$ cat src/rtl/ps2_pkg.sv
// ps2_pkg: shared definitions for the PS/2 frame receiver.
//   - receiver FSM state encoding
//   - frame length derivation (start + data + parity + stop)
//   - default parameter values (100 MHz system clock)
package ps2_pkg;

    // Receiver FSM states.
    typedef enum logic [1:0] {
        IDLE  = 2'd0,
        RECV  = 2'd1,
        CHECK = 2'd2
    } ps2_state_e;

    // 34 us at 100 MHz: longest allowed gap between two bit edges of a frame.
    localparam int DEF_TIMEOUT_CYC = 3400;

    // Minimum safe synchroniser depth for asynchronous pins.
    localparam int DEF_SYNC_STAGES = 2;

    // Start bit, payload, parity bit and stop bit.
    function automatic int frame_len(input int data_bits);
        return data_bits + 3;
    endfunction

endpackage

$ cat src/rtl/ps2_sync_edge.sv
// ps2_sync_edge: multi-flop synchroniser with falling-edge detection for one
// asynchronous input line. All flops reset to 1 because PS/2 lines idle high,
// so leaving reset never produces a spurious falling edge.
//
// Ports:
//   ck    in   system clock
//   reset in   asynchronous active-low reset
//   din   in   raw asynchronous line
//   dout  out  synchronised line (last synchroniser stage)
//   fall  out  high for one cycle when dout goes 1 -> 0
module ps2_sync_edge
    import ps2_pkg::*;
#(
    parameter int SYNC_STAGES = DEF_SYNC_STAGES
) (
    input  logic ck,
    input  logic reset,
    input  logic din,
    output logic dout,
    output logic fall
);

    logic [SYNC_STAGES-1:0] sync_q;
    logic [SYNC_STAGES-1:0] sync_d;
    logic                   prev_q;
    logic                   prev_d;

    always_comb begin
        sync_d = {sync_q[SYNC_STAGES-2:0], din};
        prev_d = sync_q[SYNC_STAGES-1];
    end

    // NOTE: state flops use non-blocking assignments so every flop samples the
    // pre-edge values; blocking here would collapse the synchroniser chain.
    always_ff @(posedge ck or negedge reset) begin
        if (!reset) begin
            sync_q <= '1;
            prev_q <= 1'b1;
        end else begin
            sync_q <= sync_d;
            prev_q <= prev_d;
        end
    end

    assign dout = sync_q[SYNC_STAGES-1];
    assign fall = prev_q & ~sync_q[SYNC_STAGES-1];

endmodule

$ cat src/rtl/ps2_frame_rx.sv
// ps2_frame_rx: receives one PS/2-style frame per transfer
// (start, DATA_BITS data LSB first, parity, stop), validates it and presents
// the payload through a valid/ready output register.
//
// Ports:
//   ck          in   system clock, rising edge
//   reset       in   asynchronous active-low reset
//   ps2_clk     in   raw device clock (async, idles high)
//   ps2_data    in   raw device data (async, idles high)
//   rx_data     out  received payload, stable while rx_valid=1
//   rx_valid    out  payload available
//   rx_ready    in   consumer accepts when rx_valid & rx_ready
//   parity_err  out  1-cycle pulse, frame dropped on parity mismatch
//   frame_err   out  1-cycle pulse, bad start/stop bit, frame dropped
//   timeout_err out  1-cycle pulse, frame aborted after inter-bit timeout
//   overrun     out  1-cycle pulse, good frame dropped (previous unaccepted)
module ps2_frame_rx
    import ps2_pkg::*;
#(
    parameter int DATA_BITS   = 8,
    parameter int TIMEOUT_CYC = DEF_TIMEOUT_CYC,
    parameter bit PARITY_ODD  = 1'b1,
    parameter int SYNC_STAGES = DEF_SYNC_STAGES
) (
    input  logic                 ck,
    input  logic                 reset,
    input  logic                 ps2_clk,
    input  logic                 ps2_data,
    output logic [DATA_BITS-1:0] rx_data,
    output logic                 rx_valid,
    input  logic                 rx_ready,
    output logic                 parity_err,
    output logic                 frame_err,
    output logic                 timeout_err,
    output logic                 overrun
);

    localparam int FRAME_LEN = frame_len(DATA_BITS);
    localparam int TO_W      = $clog2(TIMEOUT_CYC + 1);
    localparam int BC_W      = $clog2(FRAME_LEN + 1);

    localparam logic [TO_W-1:0] TO_MAX  = TO_W'(TIMEOUT_CYC);
    // Timeout fires in the cycle the counter would step onto TO_MAX.
    localparam logic [TO_W-1:0] TO_LAST = TO_W'(TIMEOUT_CYC - 1);
    // bitcnt value just before the stop bit arrives.
    localparam logic [BC_W-1:0] BC_PENULT = BC_W'(FRAME_LEN - 1);

    // ------------------------------------------------------------------
    // Pin synchronisation
    // ------------------------------------------------------------------
    logic clk_fall;
    logic clk_sync_unused;
    logic data_s;
    logic data_fall_unused;

    ps2_sync_edge #(.SYNC_STAGES(SYNC_STAGES)) u_sync_clk (
        .ck    (ck),
        .reset (reset),
        .din   (ps2_clk),
        .dout  (clk_sync_unused),
        .fall  (clk_fall)
    );

    // Data line only needs synchronising; it is sampled on the clock-line edge.
    ps2_sync_edge #(.SYNC_STAGES(SYNC_STAGES)) u_sync_data (
        .ck    (ck),
        .reset (reset),
        .din   (ps2_data),
        .dout  (data_s),
        .fall  (data_fall_unused)
    );

    // ------------------------------------------------------------------
    // State
    // ------------------------------------------------------------------
    ps2_state_e             state_q,       state_d;
    logic [BC_W-1:0]        bitcnt_q,      bitcnt_d;
    logic [TO_W-1:0]        tcnt_q,        tcnt_d;
    logic [FRAME_LEN-1:0]   shift_q,       shift_d;
    logic [DATA_BITS-1:0]   rx_data_q,     rx_data_d;
    logic                   rx_valid_q,    rx_valid_d;
    logic                   parity_err_q,  parity_err_d;
    logic                   frame_err_q,   frame_err_d;
    logic                   timeout_err_q, timeout_err_d;
    logic                   overrun_q,     overrun_d;

    // Fields of a completed frame; bits enter at the MSB and shift right.
    logic                 f_start;
    logic                 f_stop;
    logic                 f_parity;
    logic [DATA_BITS-1:0] f_payload;

    always_comb begin
        f_start   = shift_q[0];
        f_stop    = shift_q[FRAME_LEN-1];
        f_parity  = shift_q[FRAME_LEN-2];
        f_payload = shift_q[DATA_BITS:1];
    end

    // ------------------------------------------------------------------
    // Next-state logic
    // ------------------------------------------------------------------
    always_comb begin
        // NOTE: every output gets a default before the case so no path leaves
        // a variable unassigned, which would otherwise infer a latch.
        state_d       = state_q;
        bitcnt_d      = bitcnt_q;
        tcnt_d        = '0;
        shift_d       = shift_q;
        rx_data_d     = rx_data_q;
        rx_valid_d    = rx_valid_q;
        parity_err_d  = 1'b0;
        frame_err_d   = 1'b0;
        timeout_err_d = 1'b0;
        overrun_d     = 1'b0;

        // Handshake: payload consumed, valid drops next cycle. A load in
        // CHECK below overrides this, keeping valid high for the new word.
        if (rx_valid_q && rx_ready) begin
            rx_valid_d = 1'b0;
        end

        case (state_q)
            IDLE: begin
                // A falling edge with data high is line noise, not a start bit.
                if (clk_fall && !data_s) begin
                    shift_d  = {data_s, shift_q[FRAME_LEN-1:1]};
                    bitcnt_d = BC_W'(1);
                    state_d  = RECV;
                end
            end

            RECV: begin
                if (clk_fall) begin
                    shift_d  = {data_s, shift_q[FRAME_LEN-1:1]};
                    bitcnt_d = bitcnt_q + 1'b1;
                    if (bitcnt_q == BC_PENULT) begin
                        state_d = CHECK;
                    end
                end else if (tcnt_q == TO_LAST) begin
                    timeout_err_d = 1'b1;
                    bitcnt_d      = '0;
                    state_d       = IDLE;
                end else begin
                    tcnt_d = (tcnt_q == TO_MAX) ? tcnt_q : tcnt_q + 1'b1;
                end
            end

            CHECK: begin
                bitcnt_d = '0;
                state_d  = IDLE;
                if (f_start || !f_stop) begin
                    frame_err_d = 1'b1;
                end else if ((^{f_payload, f_parity}) != PARITY_ODD) begin
                    parity_err_d = 1'b1;
                end else if (rx_valid_q && !rx_ready) begin
                    overrun_d = 1'b1;
                end else begin
                    rx_data_d  = f_payload;
                    rx_valid_d = 1'b1;
                end
            end

            default: begin
                bitcnt_d = '0;
                state_d  = IDLE;
            end
        endcase
    end

    // ------------------------------------------------------------------
    // Registers
    // ------------------------------------------------------------------
    always_ff @(posedge ck or negedge reset) begin
        if (!reset) begin
            state_q       <= IDLE;
            bitcnt_q      <= '0;
            tcnt_q        <= '0;
            // NOTE: the shift register is a plain flop vector, so it is reset
            // like any other state; a partial frame must not survive reset.
            shift_q       <= '0;
            rx_data_q     <= '0;
            rx_valid_q    <= 1'b0;
            parity_err_q  <= 1'b0;
            frame_err_q   <= 1'b0;
            timeout_err_q <= 1'b0;
            overrun_q     <= 1'b0;
        end else begin
            state_q       <= state_d;
            bitcnt_q      <= bitcnt_d;
            tcnt_q        <= tcnt_d;
            shift_q       <= shift_d;
            rx_data_q     <= rx_data_d;
            rx_valid_q    <= rx_valid_d;
            parity_err_q  <= parity_err_d;
            frame_err_q   <= frame_err_d;
            timeout_err_q <= timeout_err_d;
            overrun_q     <= overrun_d;
        end
    end

    assign rx_data     = rx_data_q;
    assign rx_valid    = rx_valid_q;
    assign parity_err  = parity_err_q;
    assign frame_err   = frame_err_q;
    assign timeout_err = timeout_err_q;
    assign overrun     = overrun_q;

endmodule

$ cat config.mk
export PLATFORM = sky130hd
export DESIGN_NAME = ps2_frame_rx
export DESIGN_NICKNAME = d
export VERILOG_FILES = /design/src/rtl/ps2_pkg.sv /design/src/rtl/ps2_sync_edge.sv /design/src/rtl/ps2_frame_rx.sv
export SDC_FILE = /design/constraint.sdc
export NUM_CORES = 1
export LEC_CHECK = 0
export ABC_AREA = 1
export CAP_MARGIN = 10
export CORE_MARGIN = 5
export CORE_UTILIZATION = 25
export CTS_BUF_LIST = sky130_fd_sc_hd__clkbuf_8
export DETAILED_ROUTE_END_ITERATION = 12
export GPL_TIMING_DRIVEN = 0
export PLACE_DENSITY = 0.45
export SETUP_SLACK_MARGIN = 0.15
export SYNTH_ARGS = -nofsm -noshare
export SYNTH_HDL_FRONTEND = slang
export SYNTH_SLANG_ARGS = --single-unit
export TNS_END_PERCENT = 10
$ cat constraint.sdc
create_clock -name ck -period 1.3 [get_ports ck]
set_input_delay 0.39 -clock ck [delete_from_list [all_inputs] [get_ports ck]]
set_output_delay 0.39 -clock ck [all_outputs]
set_load 0.01 [all_outputs]
### Yosys cells after proc, flatten, opt, wreduce, memory -nomap -nowiden

Index checks and enable logic that the tools add are counted.

| cells by class | value |
|---|---|
| $add $sub $neg | 2 |
| $mul | 0 |
| divide/modulo/power cells | 0 |
| magnitude comparators | 0 |
| equal/unequal tests | 10 |
| shifts and indexed selects | 0 |
| muxes and demuxes | 33 |
| bitwise gates (word level) | 4 |
| reductions and logical operators | 14 |

Operators with widths:

| kind | number |
|---|---|
| $mux 12 | 4 |
| $eq 12x12->1 const B | 2 |
| $mux 11 | 2 |
| $pmux 11 s2 | 1 |
| $mux 1 | 17 |
| $add 12x1->12 const B | 1 |
| $mux 4 | 3 |
| $reduce_xor 9->1 | 1 |
| $mux 2 | 4 |
| $pmux 4 s2 | 1 |
| $ne 3x3->1 const B | 2 |
| $reduce_and 3->1 | 2 |
| $add 4x1->4 const B | 1 |
| $eq 4x4->1 const B | 1 |
| $ne 2x2->1 const B | 2 |
| $ne 4x4->1 const B | 1 |
| $pmux 2 s2 | 1 |
| $reduce_and 4->1 | 1 |
| $logic_and 1x1->1 | 3 |
| $logic_not 1->1 | 3 |
| $not 1->1 | 3 |
| $eq 2x1->1 const B | 1 |
| $eq 2x2->1 const B | 1 |
| $logic_not 2->1 | 1 |
| 4 further kinds | 4 |

| word-level totals | value |
|---|---|
| flip-flop bits (word level) | 47 |
| bits in latches | 0 |
| RAM bits | 0 |
| memory bits (read-only) | 0 |
| input port bits | 5 |
| output and inout port bits | 13 |
| logic and storage cells | 76 |
| memories kept | 0 |

### Depth between registers and ports, before layout

Gate-level depths: netlist of the first run.

| depth | value |
|---|---|
| word-level depth | 6 |
| gate-level depth with buffers | 11 |
| mapped depth without buffers | 11 |

### Hierarchy

A second synthesis of the first run with hierarchy kept.

| second synthesis, totals | value |
|---|---|
| cell total of the unflattened synthesis | 271 |
| area, all modules | 2265.9 um^2 |

Modules (own cells, without submodules):

| module | times used | cells an instance | area an instance (um^2) | seq. area each (um^2) |
|---|---|---|---|---|
| ps2_frame_rx | 1 | 261 | 2088.3 | 1051.0 |
| ps2_sync_edge | 2 | 5 | 88.8 | 78.8 |

### Worst setup path before layout of the first run

OpenSTA, ideal clock, no wires.

| timing | value |
|---|---|
| kind | flip-flop to flip-flop |
| start | register u_sync_clk.prev_q |
| end | register shift_q[6] |
| library setup time | 125 ps |
| data arrival time | 1344 ps |
| data required time | 1175 ps |
| setup slack | -168 ps |
| stages on the path, launching flop included | 8 |
| path buffers | 0 |
| clock period less this slack | 1468 ps |
| path through | dfstp_2 inv_1 nor2_2 inv_2 nor2_1 nand2_1 nand2_1 mux2_2 |

| on the way | value |
|---|---|
| word-level cells in the longest chain between the ends | 4 |
| elaborated cells on any way between the ends | 5 |
| classes of those cells | 2 x eq/ne; 1 x bitwise; 2 x reduce/logical |

Ends and longest elaborated chain:

| item | RTL line | RTL |
|---|---|---|
| from (decl) | ps2_sync_edge.sv:25 | `logic prev_q;` |
| from (signal assigned) | ps2_sync_edge.sv:41 | `prev_q <= prev_d;` |
| $and 1x1->1 (*) | ps2_sync_edge.sv:46 | `assign fall = prev_q & ~sync_q[SYNC_STAGES-1];` |
| $logic_and 1x1->1 | ps2_frame_rx.sv:126 | `if (clk_fall && !data_s) begin` |
| $ne 2x2->1 (no source line) | - |  |
| $reduce_and 3->1 (no source line) (*) | - |  |
| to (signal assigned) | ps2_frame_rx.sv:192 | `shift_q <= shift_d;` |
| to (decl) | ps2_frame_rx.sv:79 | `logic [FRAME_LEN-1:0] shift_q, shift_d;` |

Every way passes the cells marked *; elsewhere a longest branch is shown, timed or not.
A chain may end at the register's enable or synchronous reset.

### Worst setup path after layout of the first run

| timing | value |
|---|---|
| start | register shift_q[2] |
| end | register rx_data_q[6] (netlist: rx_data[6]) |

| on the way | value |
|---|---|
| word-level cells in the longest chain between the ends | 2 |

Ends and longest elaborated chain:

| item | RTL line | RTL |
|---|---|---|
| $reduce_xor 9->1 | ps2_frame_rx.sv:154 | `end else if ((^{f_payload, f_parity}) != PARITY_ODD) begin` |
| $reduce_and 4->1 (no source line) | - |  |
| to (signal assigned) | ps2_frame_rx.sv:193 | `rx_data_q <= rx_data_d;` |
| to (decl) | ps2_frame_rx.sv:80 | `logic [DATA_BITS-1:0] rx_data_q, rx_data_d;` |

Every way passes these cells.

==> results of run 1 <==
-- power breakdown --
group / switching, mW / leakage (nW) / internal [mW]
logic: 1.36 / 0.769 / 0.959
clock network: 0.484 / 0.0557 / 0.478
registers: 0.262 / 0.617 / 1.74
-- cells by family (layout without fill, tap and decap cells) --
logic type / Yosys count / count (layout) / share of synthesized area
and+or+nand+nor: 132 / 132 / 0.2723
xor gates and xnor gates: 4 / 4 / 0.01592
AOI/OAI and AO/OA: 32 / 32 / 0.08016
DFF: 47 / 47 / 0.5372
adders and majority gates: 4 / 4 / 0.02274
buffers and inverters: 38 / 90 / 0.06651
muxes: 1 / 1 / 0.005116
-- layer usage --
| layer | up-vias | global-route usage | part of all wire |
|---|---|---|---|
| met5 | - | 0 | 0 |
| met4 | 0 | 0.04070 | 0.017 |
| met3 | 10 | 0.02363 | 0.041 |
| met2 | 34 | 0.1503 | 0.47 |
| met1 | 877 | 0.1242 | 0.48 |
| li1 | 937 | - | - |
-- registers in the layout (all words and copies together), names as in the netlist --
| signal | cells |
|---|---|
| u_sync_data.sync_q | 2 |
| state_q | 2 |
| shift_q | 11 |
| rx_valid | 1 |
| timeout_err | 1 |
| rx_data | 8 |
| parity_err | 1 |
| u_sync_clk.prev_q | 1 |
| bitcnt_q | 4 |
| frame_err | 1 |
| u_sync_clk.sync_q | 2 |
| overrun | 1 |
| tcnt_q | 12 |
-- placed cells by master (no fill, tap or decap), types with 4 or more instances in the layout --
cell,count
a21oi_1,8
buf_2,12
buf_4,24
buf_6,5
clkbuf_8,7
dfrtp_1,40
dfstp_2,5
inv_1,21
inv_2,13
nand2_1,57
nand2_2,11
nand3_1,17
nand3_2,4
nand4_1,6
nor2_1,13
nor2_2,5
nor3_1,7
o21ai_0,5
o21ai_1,7
-- area by class of cell --
type | instances | area, µm²
inverter | 34 | 127.6
buffer | 4 | 41.29
clock buffer | 7 | 96.34
tap | 108 | 135.1
timing repair buffer | 44 | 334.1
clock inverter | 1 | 3.754
multi-input combinational | 173 | 1033
sequential | 47 | 1185
fill | 904 | 5679
-- worst max path at each step --
stage | slack, ns | depth (start not counted) | start | end
CTS | -0.17 | 11 | shift_q[3] | rx_data[4]
global placement | -1.63 | 1 | reset | rx_valid
floorplan | -0.10 | 7 | u_sync_clk.prev_q | shift_q[6]
global route | -0.32 | 10 | shift_q[1] | rx_data[6]
detailed placement | -0.33 | 8 | tcnt_q[9] | tcnt_q[11]
finish | -0.21 | 9 | shift_q[2] | rx_data[6]
-- per-stage QoR --
step	cells	cell area, µm²	worst slack (ns)	power, mW	hold slack (ns)
2_1_floorplan	258	2212	-0.1040	3.197	0.09441
3_3_place_gp	383	2517	-1.633	3.611	0.3458
3_5_place_dp	384	2532	-0.3323	3.640	0.2866
4_1_cts	416	2859	-0.1715	5.049	0.3602
5_1_grt	418	2957	-0.3218	5.734	0.3631
6_report	418	2957	-0.2083	5.278	0.3596
-- what timing repair did --
action,in CTS,in global routing
cloned,1,0
setup buffers,22,2
hold buffers,1,0
setup endpoints to repair,53,54
hold endpoints to repair,8,0
resized for setup,92,28
pin swaps,9,20
==> out/qor.csv, run 1 <==
metric;value;unit
hold_viol;0;
cts_root_buf;clkbuf_8;
p_leak;1.442;nW
rows;34;
synth_most_common_cell;nand2_1;
viasPerCell;4.445;
worstHoldStart;u_sync_data.sync_q[0];
required;1.49;ns
synth_area_leaders;dfrtp_1 (48%), nand2_1 (12%), dfstp_2 (6.0%);
cp.arrival;1.70;ns
vias;1858;
drive_gt1_frac;0.3548;
drc;0;
wirelength;4844;µm
path_cells;inv_2 > nand2_1 > nand3_2 > nand3_1 > nand2_1 > nand2_2 > nand4_4 > nand2_2 > nand2_1;
holdPathEnd;u_sync_data.sync_q[1];
drv_slew;0;
finalSetupViolations;35;
syn-num-nets;267;
first_pass_iters;4;
tritoncts;done;
wl_per_cell;11.59;µm
clk_path_buf_depth;2;
dp_hpwl;3209;µm
worst_pin_slew;0.3850;ns
initial_utilization;0.2549;
synth_cell_types;31;
die_y;103.8;µm
power_density;1785;nW/µm²
syn_area;2201;µm²
max_stage_delay;0.44;ns
area_growth;34.34;%
die_area;10780;µm²
core;8636;µm²
rsz0062_at_grt;true;
cts_max_level;2;
critPathBufInv;1;
end_kind;flop;
ios;18;
utilization;0.3424;
violations;negative setup slack;
rr_worst_depth;9;
fmax;0.6630;GHz
grt_pass1_vias;1943;
track_usage;0.09535;
gp_congestion;0.7662;
numCtsBuffers;5;
ant_nets;0;
regToRegStartpoint;shift_q[2];
antenna_cells;0;
slew_headroom;0.7433;
grt_overflow;0;
tns;-3.350;ns
syn_area_per_cell;8.530;µm²
post-route-min-period;1.508;ns
hp-class;reg -> reg;
nets;318;
cp_common_cell;nand2_1;
slowest_stage;dfrtp_1;
clk_latency;0.30;ns
status;finished, violations left;
dieWidth;103.8;µm
post-synth-top-area-cell;dfrtp_1;
vdd_drop_max;0.4951;mV
cts.reportedPaths.clkPinSlew;0.09;ns
synthFlopType;dfrtp_1;
cp-start-kind;flop;
synth_edf_count;0;
r2r_end;rx_data[6];
yosysTopAreaCellShare;0.4775;
max_cap_violations;0;
ys_seq_area_frac;0.5372;
clock_skew;0.005942;ns
period_share;1.160;
antenna_found_initial;0;
io_buffers;17;
syn_inst;258;
grt_max_degree;39;
drtIter0Drc;40;
ys_seq_elements;47;
cp_top_family;simple AND/OR/NAND/NOR gates;
synthArstFlopShare;1.000;
numClockSinks;47;
crit_fanout;8;
path_class;reg -> reg;
r2r_slack;-0.21;ns
grt_pass1_wl;8611;µm
ys_top_cells_by_count;nand2_1 (68), dfrtp_1 (42), inv_1 (30);
whs_path_depth;0;
yosys_warnings;0;
layout_setup_ws;-0.2083;ns
Note: power is estimated with default switching activity, not from simulation.
==> inputs of run 2 (changes only) <==
ABC_CLOCK_PERIOD_IN_PS = 1300   (was default)
==> results of run 2 <==
Same layout as run 1: the final DEF is identical, and so are final timing and power.
==> inputs of run 3 (changes only) <==
CORE_MARGIN = default   (was 5)
GPL_TIMING_DRIVEN = default   (was 0)
==> out/qor.csv, run 3 (same netlist as run 1, synthesis figures left out) <==
metric;value;unit;change
fmax;0.6533;GHz;-1.5%
largest_reg_flops;12;;unchanged
clk_latency;0.30;ns;about the same
layout_commonest_cell;buf_4;;
required;1.53;ns;+0.04 ns
final_cell_mix;buf_4 (69), nand2_1 (52), dfrtp_1 (40), inv_1 (20), nor2_1 (14);;
hp-class;reg -> reg;;
dpl.cell_count;434;;+13%
core;8382;µm²;-2.9%
drtIter0Drc;41;;+2.5%
rsz0062_at_grt;true;;
finalSetupViolations;30;;-14%
antenna_found_initial;0;;unchanged
cts_max_level;2;;unchanged
first_pass_iters;4;;unchanged
dieWidth;95.83;µm;-7.7%
grt_overflow;0;;unchanged
drive_gt1_frac;0.4646;;+0.1098
grtUsageMet2;0.2012;;+0.05092
met1_usage;0.1745;;+0.05036
rows;33;;-2.9%
slew_headroom;0.8163;;+0.07300
die_area;9182;µm²;-15%
busiest_layer;met2;;
vdd_drop_max;0.6867;mV;+39%
cts.reportedPaths.clkPinSlew;0.09;ns;about the same
initial_utilization;0.2626;;+0.007723
area_growth;52.08;%;
grt_max_degree;29;;-26%
power_density;1835;nW/µm²;+2.8%
numClockSinks;47;;unchanged
finish.instance_area;3347;µm²;+13%
grt_pass1_wl;9032;µm;+4.9%
drv_slew;0;;unchanged
final_cells;458;;+9.6%
path_class;reg -> reg;;
layout_setup_ws;-0.2308;ns;-0.02241 ns
violations;negative setup slack;;
status;finished, violations left;;
largest-register;tcnt_q;;
hold_viol;0;;unchanged
cts_root_buf;clkbuf_8;;
clock_skew;0.006836;ns;+0.0008942 ns
drc;0;;unchanged
post-route-min-period;1.531;ns;+0.02241 ns
cp.arrival;1.76;ns;+0.06 ns
io_buffers;17;;unchanged
wl_per_cell;11.18;µm;-3.5%
die_y;95.83;µm;-7.7%
tritoncts;done;;
worst_pin_slew;0.2755;ns;-0.1095 ns
viasPerCell;4.277;;-3.8%
clk_path_buf_depth;2;;unchanged
crit_fanout;5;;-3
p_leak;1.671;nW;+16%
antenna_cells;0;;unchanged
wirelength;5120;µm;+5.7%
tns;-3.132;ns;+0.2182 ns
track_usage;0.1272;;+0.03183
vias;1959;;+5.4%
period_share;1.178;;+0.01724
grt_use_met3;0.02449;;+0.0008547
end_kind;flop;;
place_area;2938;µm²;+16%
dp_hpwl;3609;µm;+12%
ant_nets;0;;unchanged
numCtsBuffers;5;;unchanged
ios;18;;unchanged
max_cap_violations;0;;unchanged
gp_congestion;0.7832;;+2.2%
grt_pass1_vias;1963;;+1.0%
nets;361;;+14%
cp-start-kind;flop;;
run 3: cell types whose count changed in the layout (fill, tap and decap cells not counted), sizes merged:
cell | before | now
buf | 43 | 87
bufinv | 0 | 1
clkbuf | 8 | 6
clkinv | 1 | 2
inv | 34 | 33
run 3: layer usage:
layer | vias to the layer above | wire, µm
met3 | 6 | 106
met4 | 0 | 67
met1 | 914 | 2514
li1 | 1019 | -
met2 | 20 | 2432
met5 | - | 0
run 3: power by group:
part | total, mW | leakage [nW] | switching (mW) | internal [mW]
combinational | 3.01 | 0.993 | 1.56 | 1.45
sequential | 1.99 | 0.617 | 0.257 | 1.74
clock | 1.14 | 0.0612 | 0.518 | 0.623
total | 6.14 | 1.67 | 2.33 | 3.81
run 3: area by class of cell:
class	count	area, µm²
clock inverters	2	35.03
flip-flops and latches	47	1185
inverters	34	127.6
multi-input cells	173	1076
fillers	867	5035
well taps	105	131.4
repair buffers	91	709.4
clock buffers	6	82.58
run 3: worst paths after layout:
| check | from | depth (start not counted) | slack, ns | end |
|---|---|---|---|---|
| worst min register to register | u_sync_data.sync_q[0] | 0 | 0.36 | u_sync_data.sync_q[1] |
| worst max-delay path | shift_q[3] | 9 | -0.23 | shift_q[3] |
| worst max register to register | shift_q[3] | 9 | -0.23 | shift_q[3] |
| min in group asynchronous | reset | 2 | 0.49 | tcnt_q[1] |
| max in group asynchronous | reset | 3 | 0.31 | u_sync_data.sync_q[1] |
| worst min-delay path | u_sync_data.sync_q[0] | 0 | 0.36 | u_sync_data.sync_q[1] |
run 3: per-stage QoR:
step                      utilization  hold slack, ns  setup slack (ns)  power (mW)
after floorplan                     -         0.09441           -0.1040       3.197
after global placement         0.3505          0.2795           -0.1889       4.131
after detailed placement       0.3505          0.2833           -0.1941       4.140
after CTS                      0.3778          0.3616           -0.1872       5.653
after global routing           0.3993          0.3691           -0.2970       6.645
final                          0.3993          0.3601           -0.2308       6.143
run 3: worst max-delay path: stages, from the launching register on:
cell     delay [ns]
dfrtp_2        0.44
inv_2          0.07
buf_4          0.13
buf_4          0.12
buf_4          0.12
buf_4          0.11
buf_4          0.12
buf_4          0.12
buf_4          0.12
o21ai_1        0.12
run 3: what timing repair did:
action / 4_1_cts / 5_1_grt
pin swaps: 11 / 11
hold endpoints to repair: 7 / 0
hold buffers: 1 / 0
cloned: 0 / 0
endpoints found under the setup margin: 54 / 54
setup buffers: 11 / 4
resized for setup: 82 / 46
